[config.mk]
export PLATFORM = sky130hd
export DESIGN_NAME = alu_op_decoder_flat
export DESIGN_NICKNAME = d
export VERILOG_FILES = /design/src/rtl/alu_op_decoder_pkg.sv /design/src/rtl/alu_op_decoder_if.sv /design/src/rtl/alu_op_decoder.sv /design/src/flat_wrapper.sv
export SDC_FILE = /design/constraint.sdc
export NUM_CORES = 1
export LEC_CHECK = 0
export ABC_AREA = 1
export CAP_MARGIN = 15
export CORE_ASPECT_RATIO = 1.75
export CORE_MARGIN = 1
export CORE_UTILIZATION = 25
export CTS_CLUSTER_SIZE = 16
export DETAILED_ROUTE_END_ITERATION = 10
export HOLD_SLACK_MARGIN = 0.08
export SLEW_MARGIN = 20
export SYNTH_ARGS = -nofsm -noshare
export SYNTH_HDL_FRONTEND = slang
export SYNTH_SLANG_ARGS = --single-unit
export TNS_END_PERCENT = 5
[constraint.sdc]
create_clock -name clk -period 1.5 [get_ports clk]
set_input_delay 0.45 -clock clk [delete_from_list [all_inputs] [get_ports clk]]
set_output_delay 0.45 -clock clk [all_outputs]
set_load 0.05 [all_outputs]
[src/rtl/alu_op_decoder_pkg.sv]
// Shared payload types: common::s_shift (shift field) and alu::s_config (ALU op bundle).
package common;

    typedef struct packed {
        logic       arith;
        logic [4:0] amount;
    } s_shift;

endpackage

package alu;

    typedef enum logic [3:0] {
        CORE_ADD = 4'd0,
        CORE_AND = 4'd1,
        CORE_XOR = 4'd2,
        CORE_SHL = 4'd3,
        CORE_SHR = 4'd4,
        CORE_ASL = 4'd5,
        CORE_ASR = 4'd6,
        CORE_ROL = 4'd7,
        CORE_ROR = 4'd8
    } e_core_op;

    typedef enum logic [1:0] {
        UN_ID  = 2'd0,
        UN_NOT = 2'd1,
        UN_NEG = 2'd2
    } e_unary;

    typedef struct packed {
        e_core_op      op;
        e_unary        a_op;
        e_unary        b_op;
        e_unary        out_op;
        common::s_shift b_shift;
    } s_config;

endpackage

[src/rtl/alu_op_decoder_if.sv]
// Issue-side and ALU-side handshake bundle of the opcode decoder.
interface alu_op_decoder_if #(
    parameter int unsigned TAG_W = 4
);
    localparam int unsigned SHIFT_W = $bits(common::s_shift);

    logic               in_valid;
    logic               in_ready;
    logic [4:0]         in_opcode;
    logic [SHIFT_W-1:0] in_shift;
    logic [TAG_W-1:0]   in_tag;
    logic               out_valid;
    logic               out_ready;
    alu::s_config       out_cfg;
    logic [TAG_W-1:0]   out_tag;
    logic               out_illegal;

    // Environment side: issues ops and consumes decoded configs
    modport master (
        output in_valid, in_opcode, in_shift, in_tag, out_ready,
        input  in_ready, out_valid, out_cfg, out_tag, out_illegal
    );

    // Decoder side
    modport slave (
        input  in_valid, in_opcode, in_shift, in_tag, out_ready,
        output in_ready, out_valid, out_cfg, out_tag, out_illegal
    );
endinterface

[src/rtl/alu_op_decoder.sv]
// alu_op_decoder: decodes opcode + shift field into alu::s_config with a
// 1-cycle latency and a 2-entry skid buffer (main + skid) so in_ready is a flop.
// Optional feature macro: ALU_DEC_ILLEGAL_CNT_EN (saturating illegal-op counter).
module alu_op_decoder #(
    parameter int unsigned TAG_W = 4,
    parameter int unsigned CNT_W = 8
) (
    input  logic                 clk,
    input  logic                 rst,
    alu_op_decoder_if.slave      bus,
    output logic [CNT_W-1:0]     illegal_cnt
);

    typedef struct packed {
        alu::s_config     cfg;
        logic [TAG_W-1:0] tag;
        logic             illegal;
    } entry_t;

    typedef enum logic [1:0] {
        ST_EMPTY = 2'd0,
        ST_ONE   = 2'd1,
        ST_TWO   = 2'd2
    } state_e;

    state_e state_q;
    state_e state_nxt;
    entry_t dec;
    entry_t main_q;
    entry_t skid_q;
    logic   in_ready_q;
    logic   out_valid_q;
    logic   accept;
    logic   xfer;
    logic   load_main_in;
    logic   load_main_skid;
    logic   load_skid;

    assign accept = bus.in_valid && in_ready_q;
    assign xfer   = out_valid_q && bus.out_ready;

    // Decode the incoming op; derived ops are core ops plus unary modifiers
    always_comb begin
        dec              = '0;
        dec.cfg.op       = alu::CORE_ADD;
        dec.cfg.a_op     = alu::UN_ID;
        dec.cfg.b_op     = alu::UN_ID;
        dec.cfg.out_op   = alu::UN_ID;
        dec.cfg.b_shift  = common::s_shift'(bus.in_shift);
        dec.tag          = bus.in_tag;
        dec.illegal      = 1'b0;
        case (bus.in_opcode)
            5'd0:  dec.cfg.op = alu::CORE_ADD;
            5'd1:  begin dec.cfg.op = alu::CORE_ADD; dec.cfg.b_op = alu::UN_NEG; end
            5'd2:  begin dec.cfg.op = alu::CORE_ADD; dec.cfg.a_op = alu::UN_NEG; end
            5'd3:  dec.cfg.op = alu::CORE_AND;
            5'd4:  begin
                dec.cfg.op     = alu::CORE_AND;
                dec.cfg.a_op   = alu::UN_NOT;
                dec.cfg.b_op   = alu::UN_NOT;
                dec.cfg.out_op = alu::UN_NOT;
            end
            5'd5:  dec.cfg.op = alu::CORE_XOR;
            5'd6:  begin dec.cfg.op = alu::CORE_XOR; dec.cfg.out_op = alu::UN_NOT; end
            5'd7:  begin dec.cfg.op = alu::CORE_AND; dec.cfg.out_op = alu::UN_NOT; end
            5'd8:  begin
                dec.cfg.op   = alu::CORE_AND;
                dec.cfg.a_op = alu::UN_NOT;
                dec.cfg.b_op = alu::UN_NOT;
            end
            5'd9:  begin dec.cfg.op = alu::CORE_AND; dec.cfg.b_op = alu::UN_NOT; end
            5'd10: dec.cfg.op = alu::CORE_SHL;
            5'd11: dec.cfg.op = alu::CORE_SHR;
            5'd12: dec.cfg.op = alu::CORE_ASL;
            5'd13: dec.cfg.op = alu::CORE_ASR;
            5'd14: dec.cfg.op = alu::CORE_ROL;
            5'd15: dec.cfg.op = alu::CORE_ROR;
            default: dec.illegal = 1'b1;
        endcase
    end

    // State register
    always_ff @(posedge clk) begin
        if (rst) begin
            state_q <= ST_EMPTY;
        end else begin
            state_q <= state_nxt;
        end
    end

    // Next-state: occupancy of main/skid entries
    always_comb begin
        state_nxt = state_q;
        case (state_q)
            ST_EMPTY: if (accept) state_nxt = ST_ONE;
            ST_ONE: begin
                if (accept && !xfer)      state_nxt = ST_TWO;
                else if (!accept && xfer) state_nxt = ST_EMPTY;
            end
            ST_TWO:   if (xfer) state_nxt = ST_ONE;
            default:  state_nxt = ST_EMPTY;
        endcase
    end

    // Datapath load controls for the current state
    always_comb begin
        load_main_in   = 1'b0;
        load_main_skid = 1'b0;
        load_skid      = 1'b0;
        case (state_q)
            ST_EMPTY: load_main_in = accept;
            ST_ONE: begin
                load_main_in = accept && xfer;
                load_skid    = accept && !xfer;
            end
            ST_TWO:   load_main_skid = xfer;
            default: ;
        endcase
    end

    // Entry storage and registered handshake flags
    always_ff @(posedge clk) begin
        if (rst) begin
            main_q      <= '0;
            skid_q      <= '0;
            in_ready_q  <= 1'b1;
            out_valid_q <= 1'b0;
        end else begin
            if (load_main_in) begin
                main_q <= dec;
            end else if (load_main_skid) begin
                main_q <= skid_q;
            end
            if (load_skid) begin
                skid_q <= dec;
            end
            in_ready_q  <= (state_nxt != ST_TWO);
            out_valid_q <= (state_nxt != ST_EMPTY);
        end
    end

    assign bus.in_ready    = in_ready_q;
    assign bus.out_valid   = out_valid_q;
    assign bus.out_cfg     = main_q.cfg;
    assign bus.out_tag     = main_q.tag;
    assign bus.out_illegal = main_q.illegal;

`ifdef ALU_DEC_ILLEGAL_CNT_EN
    logic [CNT_W-1:0] cnt_q;

    // Saturating count of accepted illegal ops
    always_ff @(posedge clk) begin
        if (rst) begin
            cnt_q <= '0;
        end else if (accept && dec.illegal && (cnt_q != {CNT_W{1'b1}})) begin
            cnt_q <= cnt_q + CNT_W'(1);
        end
    end

    assign illegal_cnt = cnt_q;
`else
    assign illegal_cnt = '0;
`endif

endmodule
[src/flat_wrapper.sv]
// flat-port wrapper written by rule: the top's interface ports become plain ports
module alu_op_decoder_flat 
#(
    parameter int unsigned TAG_W = 4,
    parameter int unsigned CNT_W = 8
)
  (clk, rst, illegal_cnt, bus_in_valid, bus_in_opcode, bus_in_shift, bus_in_tag, bus_out_ready, bus_in_ready, bus_out_valid, bus_out_cfg, bus_out_tag, bus_out_illegal);
  alu_op_decoder_if #(.TAG_W(TAG_W)) bus_i ();
  input  logic clk;
  input  logic rst;
  output logic [CNT_W-1:0] illegal_cnt;
  input wire logic [$bits(bus_i.in_valid)-1:0] bus_in_valid;
  input wire logic [$bits(bus_i.in_opcode)-1:0] bus_in_opcode;
  input wire logic [$bits(bus_i.in_shift)-1:0] bus_in_shift;
  input wire logic [$bits(bus_i.in_tag)-1:0] bus_in_tag;
  input wire logic [$bits(bus_i.out_ready)-1:0] bus_out_ready;
  output wire logic [$bits(bus_i.in_ready)-1:0] bus_in_ready;
  output wire logic [$bits(bus_i.out_valid)-1:0] bus_out_valid;
  output wire logic [$bits(bus_i.out_cfg)-1:0] bus_out_cfg;
  output wire logic [$bits(bus_i.out_tag)-1:0] bus_out_tag;
  output wire logic [$bits(bus_i.out_illegal)-1:0] bus_out_illegal;
  assign bus_i.in_valid = bus_in_valid;
  assign bus_i.in_opcode = bus_in_opcode;
  assign bus_i.in_shift = bus_in_shift;
  assign bus_i.in_tag = bus_in_tag;
  assign bus_i.out_ready = bus_out_ready;
  assign bus_in_ready = bus_i.in_ready;
  assign bus_out_valid = bus_i.out_valid;
  assign bus_out_cfg = bus_i.out_cfg;
  assign bus_out_tag = bus_i.out_tag;
  assign bus_out_illegal = bus_i.out_illegal;
  alu_op_decoder #(.TAG_W(TAG_W), .CNT_W(CNT_W)) u_core (.clk(clk), .rst(rst), .bus(bus_i), .illegal_cnt(illegal_cnt));
endmodule
==> summary.txt, run 1 <==
STA
  • RSZ-0062 raised after global routing: true
  • Final setup vio count: 0
  • Fin. Hold Viols: 0
  • Final Critical Period: 1.39 ns
  • WHS: 0.453 ns
  • Fmax: 717 MHz
  • TNS Setup: 0 ns
  • Slew Viols, Final: 0
  • Final WS setup: 0.106 ns
  • Final period utilization: 93.0%
  • Layout Skew: 0.00824 ns

GRT
  • Initial antenna violation count: 0
  • Number of global-route vias before repair: 1,930
  • Total gr overflow: 0
  • Pin count of the biggest net entering global routing: 20
  • First-pass GRT wire length: 8580 um
  • GRT Resource Usage Total: 13.1%

Power and ir drop
  • Leak: 1.41 nW
  • Worst IR Drop VDD: 0.433 mV
  • P_int: 2.44 mW
  • Combinational power share: 24.7%
  • Clock power share: 36.8%
  • Design Power: 3.48 mW
  • Power share of the sequential group: 38.5%
  • Sw Share: 29.9%
  • Switching pwr: 1.04 mW
  • PD cells: 1110 nW/um^2

Flow run
  • MaxCap Viol Count: 0

Floorplan
  • Initial Util: 26.0%
  • Die Wd: 69.6 um
  • I/O Pins: 50
  • Core Region: 7670 um^2
  • Chip height: 120 um
  • Die area: 8360 um^2
  • Row cnt: 42

Worst setup path
  • Worst Path Arrival: 1.58 ns
  • Critical Path Fanout Max: 3
  • Buf/Inv on CP: 3
  • Crit end category: flop
  • CP cell instances: clkdlybuf4s50_1 -> inv_1 -> buf_4 -> nand2_1 -> nor2_1 -> nor2_1 -> nand3_1 -> nor2_1 -> nor2_1
  • Setup CP Type: input port to flop
  • Most frequent CP cell: nor2_1
  • Critical path startpoint category: input port
  • Slowest-stage cell, CP: clkdlybuf4s50_1
  • Max stage delay on crit path: 0.49 ns
  • CP required: 1.69 ns
  • Top Family by Delay on Critical Path: buffers and inverters

Finish
  • Most frequent cells in the layout: nand2_1 (63), nor2_1 (43), dfxtp_1 (42)
  • Sequential Area: 883 um^2
  • Inserted Diodes: 0
  • Area grow syn2layout: 56.5%
  • Most common cell after layout, fill and taps aside: nand2_1
  • NumNets Final: 365
  • Share of layout cells above drive strength 1: 23.3%
  • Finished Layout Cells: 435
  • Multi-input gate area: 943 um^2
  • # fillers: 782

Routing
  • Vias per cell: 4.51
  • Drt pass-1 iters: 4
  • # DRC: 0
  • Wire per inst: 12.0 um
  • Post-route ant nets: 0
  • Vias: 1,964
  • DRT iter0 DRCs: 96
  • Final wirelength: 5240 um

Clocking
  • CTS Root Cell: clkbuf_16
  • Number of CTS-inserted buffers: 5
  • Clk sinks: 44
  • Worst-path clk slew: 0.07 ns
  • Clock tree buffer depth: 2
  • # hold bufs at CTS: 0
  • Worst skew pair latency: 0.30 ns
  • Htree depth: 2
  • CTS tree: done

Place
  • DP Cell Count: 422
  • Post-Place Worst Slack: -0.432 ns
  • RePlAce Congestion: 0.782
  • Detailed Place HPWL: 3730 um
  • IO Port Bufs: 40

Synthesis
  • Number of flops mapped to enable cells by yosys: 0
  • Synthesized area per cell: 7.11 um^2
  • Synthesized cell area: 2000 um^2
  • Register area share after synthesis: 44.1%
  • Mapped Cells: 281
  • Synthesized flop and latch total: 44
  • Async S/R FF share, synth: 0%
  • Yosys warns: 0
  • Cell variety after synth: 24
  • Ys flop type: dfxtp_1

Run status
  • Run status: finished, final reports clean

Hold path
  • Hold Crit Class: flop to flop
-- synth_stat cells, drive strengths merged, types with 4 or more instances --
| master | count | area, um^2 |
|---|---|---|
| nand2 | 69 | 282 |
| nand3 | 17 | 85.1 |
| dfxtp | 44 | 881 |
| buf | 16 | 118 |
| a31oi | 14 | 87.6 |
| inv | 27 | 104 |
| clkbuf | 4 | 15.0 |
| o21ai | 25 | 125 |
| a21oi | 11 | 55.1 |
| nor2 | 47 | 193 |
-- cell families (layout without fill, tap and decap cells) --
logic type | count (synthesis) | count (layout) | synth area share [%]
other cells | 1 | 9 | 0.188
simple gates | 136 | 136 | 29.5
buf+inv | 48 | 106 | 12.0
flops | 44 | 44 | 44.1
compound gates | 52 | 52 | 14.2
-- worst min-delay path, delay by kind of cell (launching register included) --
kind / cells / cell delay, ns
DFF: 1 / 0.30
buffers and inverters: 1 / 0.06
AOI/OAI and AO/OA: 1 / 0.05
-- state kept, by name (all words and copies together), names as in the netlist --
signal / cells
u_core.skid_q: 20
u_core.bus.out_valid: 1
u_core.state_q: 2
u_core.bus.out_illegal: 1
u_core.bus.in_ready: 1
u_core.bus.out_tag: 4
u_core.bus.out_cfg: 15
-- layout make-up --
type	instances	area share, %
multi-input combinational	197	30.2
sequential	44	28.3
inverter	28	3.68
tap	88	3.52
clock buffer	5	4.00
clock inverter	3	1.48
timing repair buffer	70	28.8
-- worst paths after layout --
check,endpoint,depth (start not counted),from,slack [ns]
worst max-delay path,u_core.skid_q[17],9,bus_in_opcode[2],0.11
worst max register to register,u_core.bus.out_illegal,9,u_core.state_q[1],0.15
worst min register to register,u_core.skid_q[10],2,u_core.skid_q[10],0.45
worst min-delay path,u_core.skid_q[10],2,u_core.skid_q[10],0.45
-- routing by layer --
metal / share of wire, % / GRT usage, %
met2: 55 / 24.7
met5: 0 / 0
met3: 3.8 / 2.08
met4: 2.4 / 8.67
met1: 38 / 12.9
-- metrics by stage --
stage               cell area (um^2)  utilization (%)
detailed placement              2830             36.9
finish                          3120             40.7
global route                    3120             40.7
floorplan                       2030                -
CTS                             3110             40.5
global placement                2830             36.9
-- power by group through the flow --
| stage | Sequential [mW] | Combinational (mW) | Clock [mW] |
|---|---|---|---|
| 2_1_floorplan | 1.46 | 0.342 | 0 |
| 3_3_place_gp | 1.36 | 0.771 | 0 |
| 3_5_place_dp | 1.36 | 0.781 | 0 |
| 4_1_cts | 1.34 | 0.864 | 1.31 |
| 5_1_grt | 1.35 | 0.918 | 1.35 |
| 6_report | 1.34 | 0.859 | 1.28 |
-- repair_timing --
action,CTS,global route
pin swaps,4,1
gates cloned,1,0
setup buffers,4,0
setup endpoints to repair,39,15
resized for setup,13,8
Note: power is estimated with default switching activity, not from simulation.
==> run 2: changes to the inputs <==
Clock period 1.5 ns to 1.8 ns, I/O delays scaled along.
==> run 2 against run 1 <==
Net effect: non-clock buffer count decreased by 10; sequential share of layout area increased by 2.6 points; clock skew decreased by 0.0052 ns; via count decreased by 2.5%; sequential power decreased by 18%; final cell count decreased by 2.3%; routed wire length decreased by 8.2%; global-route usage decreased by 1.0 points; combinational power decreased by 31%; register-to-register slack improved by 0.31 ns.
==> summary.txt, run 2 (synthesis gave the netlist of run 1 again) <==
Floorplan
  • Die Wd: 69.6 um (unchanged)
  • Chip height: 120 um (unchanged)
  • I/O Pins: 50 (unchanged)
  • Die area: 8360 um^2 (unchanged)
  • Initial Util: 26.0% (unchanged)
  • Core Region: 7670 um^2 (unchanged)
  • Row cnt: 42 (unchanged)

STA
  • Slew Viols, Final: 0 (unchanged)
  • Fin. Hold Viols: 0 (unchanged)
  • TNS Setup: 0 ns (unchanged)
  • Final period utilization: 92.1%
  • Layout Skew: 0.00301 ns (-0.00523 ns)
  • Final setup vio count: 0 (unchanged)
  • Final Critical Period: 1.66 ns
  • RSZ-0062 raised after global routing: false
  • Fmax: 603 MHz

Finish
  • # fillers: 814 (+4.1%)
  • NumNets Final: 355 (-2.7%)
  • Area grow syn2layout: 43.0%
  • Share of layout cells above drive strength 1: 18.1% (-5.2 points)
  • Most flop-heavy register: u_core.skid_q
  • Core Util, Final: 37.2% (-3.5 points)
  • Most frequent cells in the layout: nand2_1 (64), nor2_1 (45), dfxtp_1 (44)
  • Max reg flops: 20 (unchanged)
  • Inserted Diodes: 0 (unchanged)
  • Sequential Area: 881 um^2 (-0.28%)
  • Multi-input gate area: 908 um^2 (-3.7%)
  • Most common cell after layout, fill and taps aside: nand2_1

Clocking
  • Clock tree buffer depth: 2 (unchanged)
  • # hold bufs at CTS: 0 (unchanged)
  • Post-cts repair resize count: 0 (-13)
  • Worst-path clk slew: 0.06 ns (about the same)
  • Worst skew pair latency: 0.28 ns (-0.02 ns)
  • Htree depth: 2 (unchanged)
  • Setup Buffers After CTS: 0 (-4)
  • CTS Root Cell: clkbuf_16
  • Clk sinks: 44 (unchanged)
  • Number of CTS-inserted buffers: 5 (unchanged)
  • CTS tree: done

Worst setup path
  • Buf/Inv on CP: 3 (unchanged)
  • Worst Path Arrival: 1.84 ns (+0.26 ns)
  • Slowest-stage cell, CP: clkdlybuf4s50_1
  • Setup CP Type: input port to flop
  • Top Family by Delay on Critical Path: buffers and inverters
  • Critical path startpoint category: input port
  • CP cell instances: clkdlybuf4s50_1 -> nand2_4 -> nand2_2 -> nor3_4 -> inv_2 -> o21ai_0 -> inv_1
  • Critical Path Fanout Max: 19 (+16)
  • Crit end category: flop
  • CP required: 1.98 ns (+0.29 ns)
  • Max stage delay on crit path: 0.44 ns (-0.05 ns)

GRT
  • Initial antenna violation count: 0 (unchanged)
  • Pin count of the biggest net entering global routing: 25 (+25%)
  • First-pass GRT wire length: 8280 um (-3.5%)
  • Number of global-route vias before repair: 1,846 (-4.4%)
  • GRT Resource Usage Total: 12.1% (-1.0 points)
  • Total gr overflow: 0 (unchanged)

Power and ir drop
  • Worst IR Drop VDD: 0.336 mV (-22%)
  • Clock power share: 38.7% (+1.9 points)
  • P_int: 1.97 mW (-19%)
  • PD cells: 966 nW/um^2 (-13%)
  • Switching pwr: 791 uW (-24%)
  • Power share of the sequential group: 39.8% (+1.3 points)
  • Combinational power share: 21.5% (-3.2 points)
  • Leak: 1.29 nW (-8.5%)
  • Sw Share: 28.7% (-1.2 points)

Place
  • Detailed Place HPWL: 3570 um (-4.2%)
  • IO Port Bufs: 40 (unchanged)
  • RePlAce Congestion: 0.753 (-3.6%)

Flow run
  • MaxCap Viol Count: 0 (unchanged)

Routing
  • Wire per inst: 11.3 um (-6.1%)
  • # DRC: 0 (unchanged)
  • Drt pass-1 iters: 4 (unchanged)
  • Vias per cell: 4.50 (-0.25%)
  • Post-route ant nets: 0 (unchanged)
  • Final wirelength: 4810 um (-8.2%)
  • Vias: 1,914 (-2.5%)
  • DRT iter0 DRCs: 64 (-33%)

Run status
  • Run status: finished, final reports clean

Hold path
  • Hold Crit Class: flop to flop
run 2: final cells by class:
cell class,instances,area share [%]
Tap cell,88,3.86
Clock inverter,2,1.36
Sequential cell,44,30.9
Multi-Input combinational cell,197,31.8
Timing Repair Buffer,60,23.5
Inverter,28,3.77
Clock buffer,6,4.86
run 2: worst paths after layout:
| check | cells past startpoint | end | from | slack, ns |
|---|---|---|---|---|
| max | 7 | u_core.skid_q[18] | bus_out_ready | 0.14 |
| min | 2 | u_core.skid_q[10] | u_core.skid_q[10] | 0.44 |
| min reg2reg | 2 | u_core.skid_q[10] | u_core.skid_q[10] | 0.44 |
| max reg2reg | 9 | u_core.bus.out_illegal | u_core.state_q[1] | 0.46 |
run 2: metal layers:
layer  up-vias  wire (um)  track usage (%)
met5         -          0                0
met4         0         85             4.59
met3         6        144             2.58
met2        29       2700             23.0
met1       893       1870             12.8
li1        986          -                -
run 2: power groups by stage:
stage,clock [mW],combinational (mW),sequential [mW]
detailed placement,0,0.596,1.12
global placement,0,0.592,1.12
floorplan,0,0.285,1.22
finish,1.07,0.592,1.10
global route,1.14,0.646,1.11
CTS,1.09,0.599,1.10
run 2: per-stage QoR:
step	instances	total power [mW]	setup slack (ns)	area (um^2)	hold slack [ns]
after global placement	417	1.71	-0.164	2680	0.432
after floorplan	289	1.50	0.155	2030	0.424
final	425	2.76	0.142	2860	0.444
after CTS	425	2.79	0.120	2850	0.447
after detailed placement	417	1.72	-0.167	2680	0.437
after global routing	425	2.89	0.00109	2860	0.464
run 2: worst reg2reg max path, cell delays in order (launching register included):
cell and delay, ns:
dfxtp_1 0.49, nand2_2 0.14, nor2_8 0.12, inv_2 0.05, nand2_2 0.09, inv_4 0.10
nand2_1 0.08, o211ai_1 0.08, nand2_1 0.06, inv_1 0.03
==> run 3: changes to the inputs <==
Settings changed: REMOVE_ABC_BUFFERS from default to 1.
==> run 3 against run 2 <==
Net effect: final cell count is 0.47% higher; worst setup slack worse by 0.060 ns; sequential power hardly changed; flip-flop and latch count stayed put; highest routed layer unchanged; global-route usage is 0.11 points lower; largest cell class unchanged; routed wire length is 0.96% higher; final area hardly changed; hold slack better by 0.029 ns; critical path type unchanged; non-clock buffer count is 2 higher.
==> summary.txt, run 3 (synthesis gave the netlist of run 1 again) <==
Worst setup path
  • CP endpoint: u_core.skid_q[15]
  • Setup CP Type: input port to flop
  • Setup slack, reg-to-reg: 0.40 ns (-0.06 ns)
  • Worst setup startpoint: bus_in_valid
  • CP required: 2.01 ns (+0.03 ns)
  • Worst reg2reg path endpoint: u_core.skid_q[15]
  • FF-to-FF path depth: 5 (-4)
  • Critical path startpoint category: input port
  • Worst Path Arrival: 1.93 ns (+0.09 ns)
  • Crit end category: flop
  • Critical Path Fanout Max: 16 (-3)
  • Worst R2R Start: u_core.bus.in_ready

STA
  • Fmax: 582 MHz (-3.5%)
  • Final setup vio count: 0 (unchanged)
  • Layout Skew: 0.00508 ns (+0.00207 ns)
  • RSZ-0062 raised after global routing: false
  • Final period utilization: 95.5% (+3.4 points)
  • Slew Viols, Final: 0 (unchanged)
  • Final Critical Period: 1.72 ns (+0.0604 ns)
  • TNS Setup: 0 ns (unchanged)
  • Fin. Hold Viols: 0 (unchanged)

Clocking
  • # hold bufs at CTS: 0 (unchanged)
  • Htree depth: 2 (unchanged)
  • Clock tree buffer depth: 2 (unchanged)
  • CTS Root Cell: clkbuf_16
  • Worst skew pair latency: 0.28 ns (about the same)
  • Setup Buffers After CTS: 0 (unchanged)
  • Worst-path clk slew: 0.06 ns (about the same)
  • CTS tree: done
  • Post-cts repair resize count: 0 (unchanged)
  • Number of CTS-inserted buffers: 5 (unchanged)
  • Clk sinks: 44 (unchanged)

Run status
  • Run status: finished, final reports clean

Routing
  • Wire per inst: 11.4 um (+0.48%)
  • DRT iter0 DRCs: 156 (+140%)
  • Vias per cell: 4.52 (+0.26%)
  • Drt pass-1 iters: 4 (unchanged)
  • Post-route ant nets: 0 (unchanged)
  • Final wirelength: 4850 um (+0.96%)
  • # DRC: 0 (unchanged)
  • Vias: 1,928 (+0.73%)

GRT
  • Total gr overflow: 0 (unchanged)
  • GRT Resource Usage Total: 12.0% (-0.11 points)
  • Number of global-route vias before repair: 1,825 (-1.1%)
  • First-pass GRT wire length: 8060 um (-2.7%)
  • Initial antenna violation count: 0 (unchanged)
  • Pin count of the biggest net entering global routing: 25 (unchanged)

Finish
  • Most common cell after layout, fill and taps aside: nand2_1
  • Most frequent cells in the layout: nand2_1 (64), nor2_1 (45), dfxtp_1 (44)
  • Most flop-heavy register: u_core.skid_q
  • Area grow syn2layout: 43.0% (about the same)
  • Inserted Diodes: 0 (unchanged)
  • NumNets Final: 357 (+0.56%)
  • Finished Layout Cells: 427 (+0.47%)
  • Max reg flops: 20 (unchanged)
  • Share of layout cells above drive strength 1: 18.6% (+0.48 points)
  • Cell area after layout: 2860 um^2 (about the same)

Flow run
  • MaxCap Viol Count: 0 (unchanged)

Floorplan
  • Chip height: 120 um (unchanged)
  • Initial Util: 26.0% (unchanged)
  • Core Region: 7670 um^2 (unchanged)
  • Die Wd: 69.6 um (unchanged)
  • Row cnt: 42 (unchanged)
  • I/O Pins: 50 (unchanged)
  • Die area: 8360 um^2 (unchanged)

Hold path
  • Hold Crit Class: flop to flop

Place
  • RePlAce Congestion: 0.781 (+3.7%)
  • Placed cell areas: 2700 um^2 (+1.0%)
  • IO Port Bufs: 40 (unchanged)
  • DP Cell Count: 419 (+0.48%)
  • Detailed Place HPWL: 3550 um (-0.60%)

Power and ir drop
  • Design Power: 2.62 mW (-5.2%)
  • Leak: 1.29 nW (-0.66%)
  • Worst IR Drop VDD: 0.382 mV (+14%)
  • PD cells: 916 nW/um^2 (-5.2%)
## run 3: routing by layer
layer,global-route usage [%],vias up,wire [um]
li1,-,995,-
met2,21.8,49,2510
met3,2.75,7,238
met5,0,-,0
met4,5.48,0,82
met1,13.0,877,2020
## run 3: through the flow
step / hold slack [ns] / worst slack (ns) / utilization, %
4_1_cts: 0.479 / 0.0550 / 37.2
5_1_grt: 0.498 / 0.00312 / 37.2
3_5_place_dp: 0.462 / -0.200 / 35.2
6_report: 0.473 / 0.0815 / 37.2
2_1_floorplan: 0.426 / -0.0658 / -
3_3_place_gp: 0.454 / -0.170 / 35.2
## run 3: report_power, final
| group | internal [mW] | switching, mW | leakage (nW) |
|---|---|---|---|
| Sequential | 1.05 | 0.0511 | 0.359 |
| Combinational | 0.241 | 0.376 | 0.860 |
| Clock | 0.516 | 0.383 | 0.0660 |
## run 3: how the worst min path moves through the flow
stage	slack (ns)	startpoint	depth (start not counted)	endpoint
6_report	0.47	u_core.skid_q[5]	2	u_core.skid_q[5]
5_1_grt	0.50	u_core.bus.out_tag[3]	2	u_core.bus.out_tag[3]
4_1_cts	0.48	u_core.bus.out_cfg[2]	2	u_core.bus.out_cfg[2]
3_5_place_dp	0.46	u_core.skid_q[10]	2	u_core.skid_q[10]
3_3_place_gp	0.45	u_core.skid_q[10]	2	u_core.skid_q[10]
2_1_floorplan	0.43	u_core.skid_q[10]	2	u_core.skid_q[10]
## run 3: final cells by class
type | instances | area (um^2)
Fill cell | 794 | 4820
Multi-Input combinational cell | 197 | 908
Sequential cell | 44 | 881
Timing Repair Buffer | 62 | 698
Clock buffer | 5 | 125
Inverter | 28 | 110
Tap cell | 88 | 110
Clock inverter | 3 | 23.8
## run 3: critical path, stage by stage
cell	delay [ns]
clkdlybuf4s50_1	0.48
nand2_1	0.12
nor3_4	0.30
buf_4	0.26
o21ai_0	0.09
a31oi_1	0.13
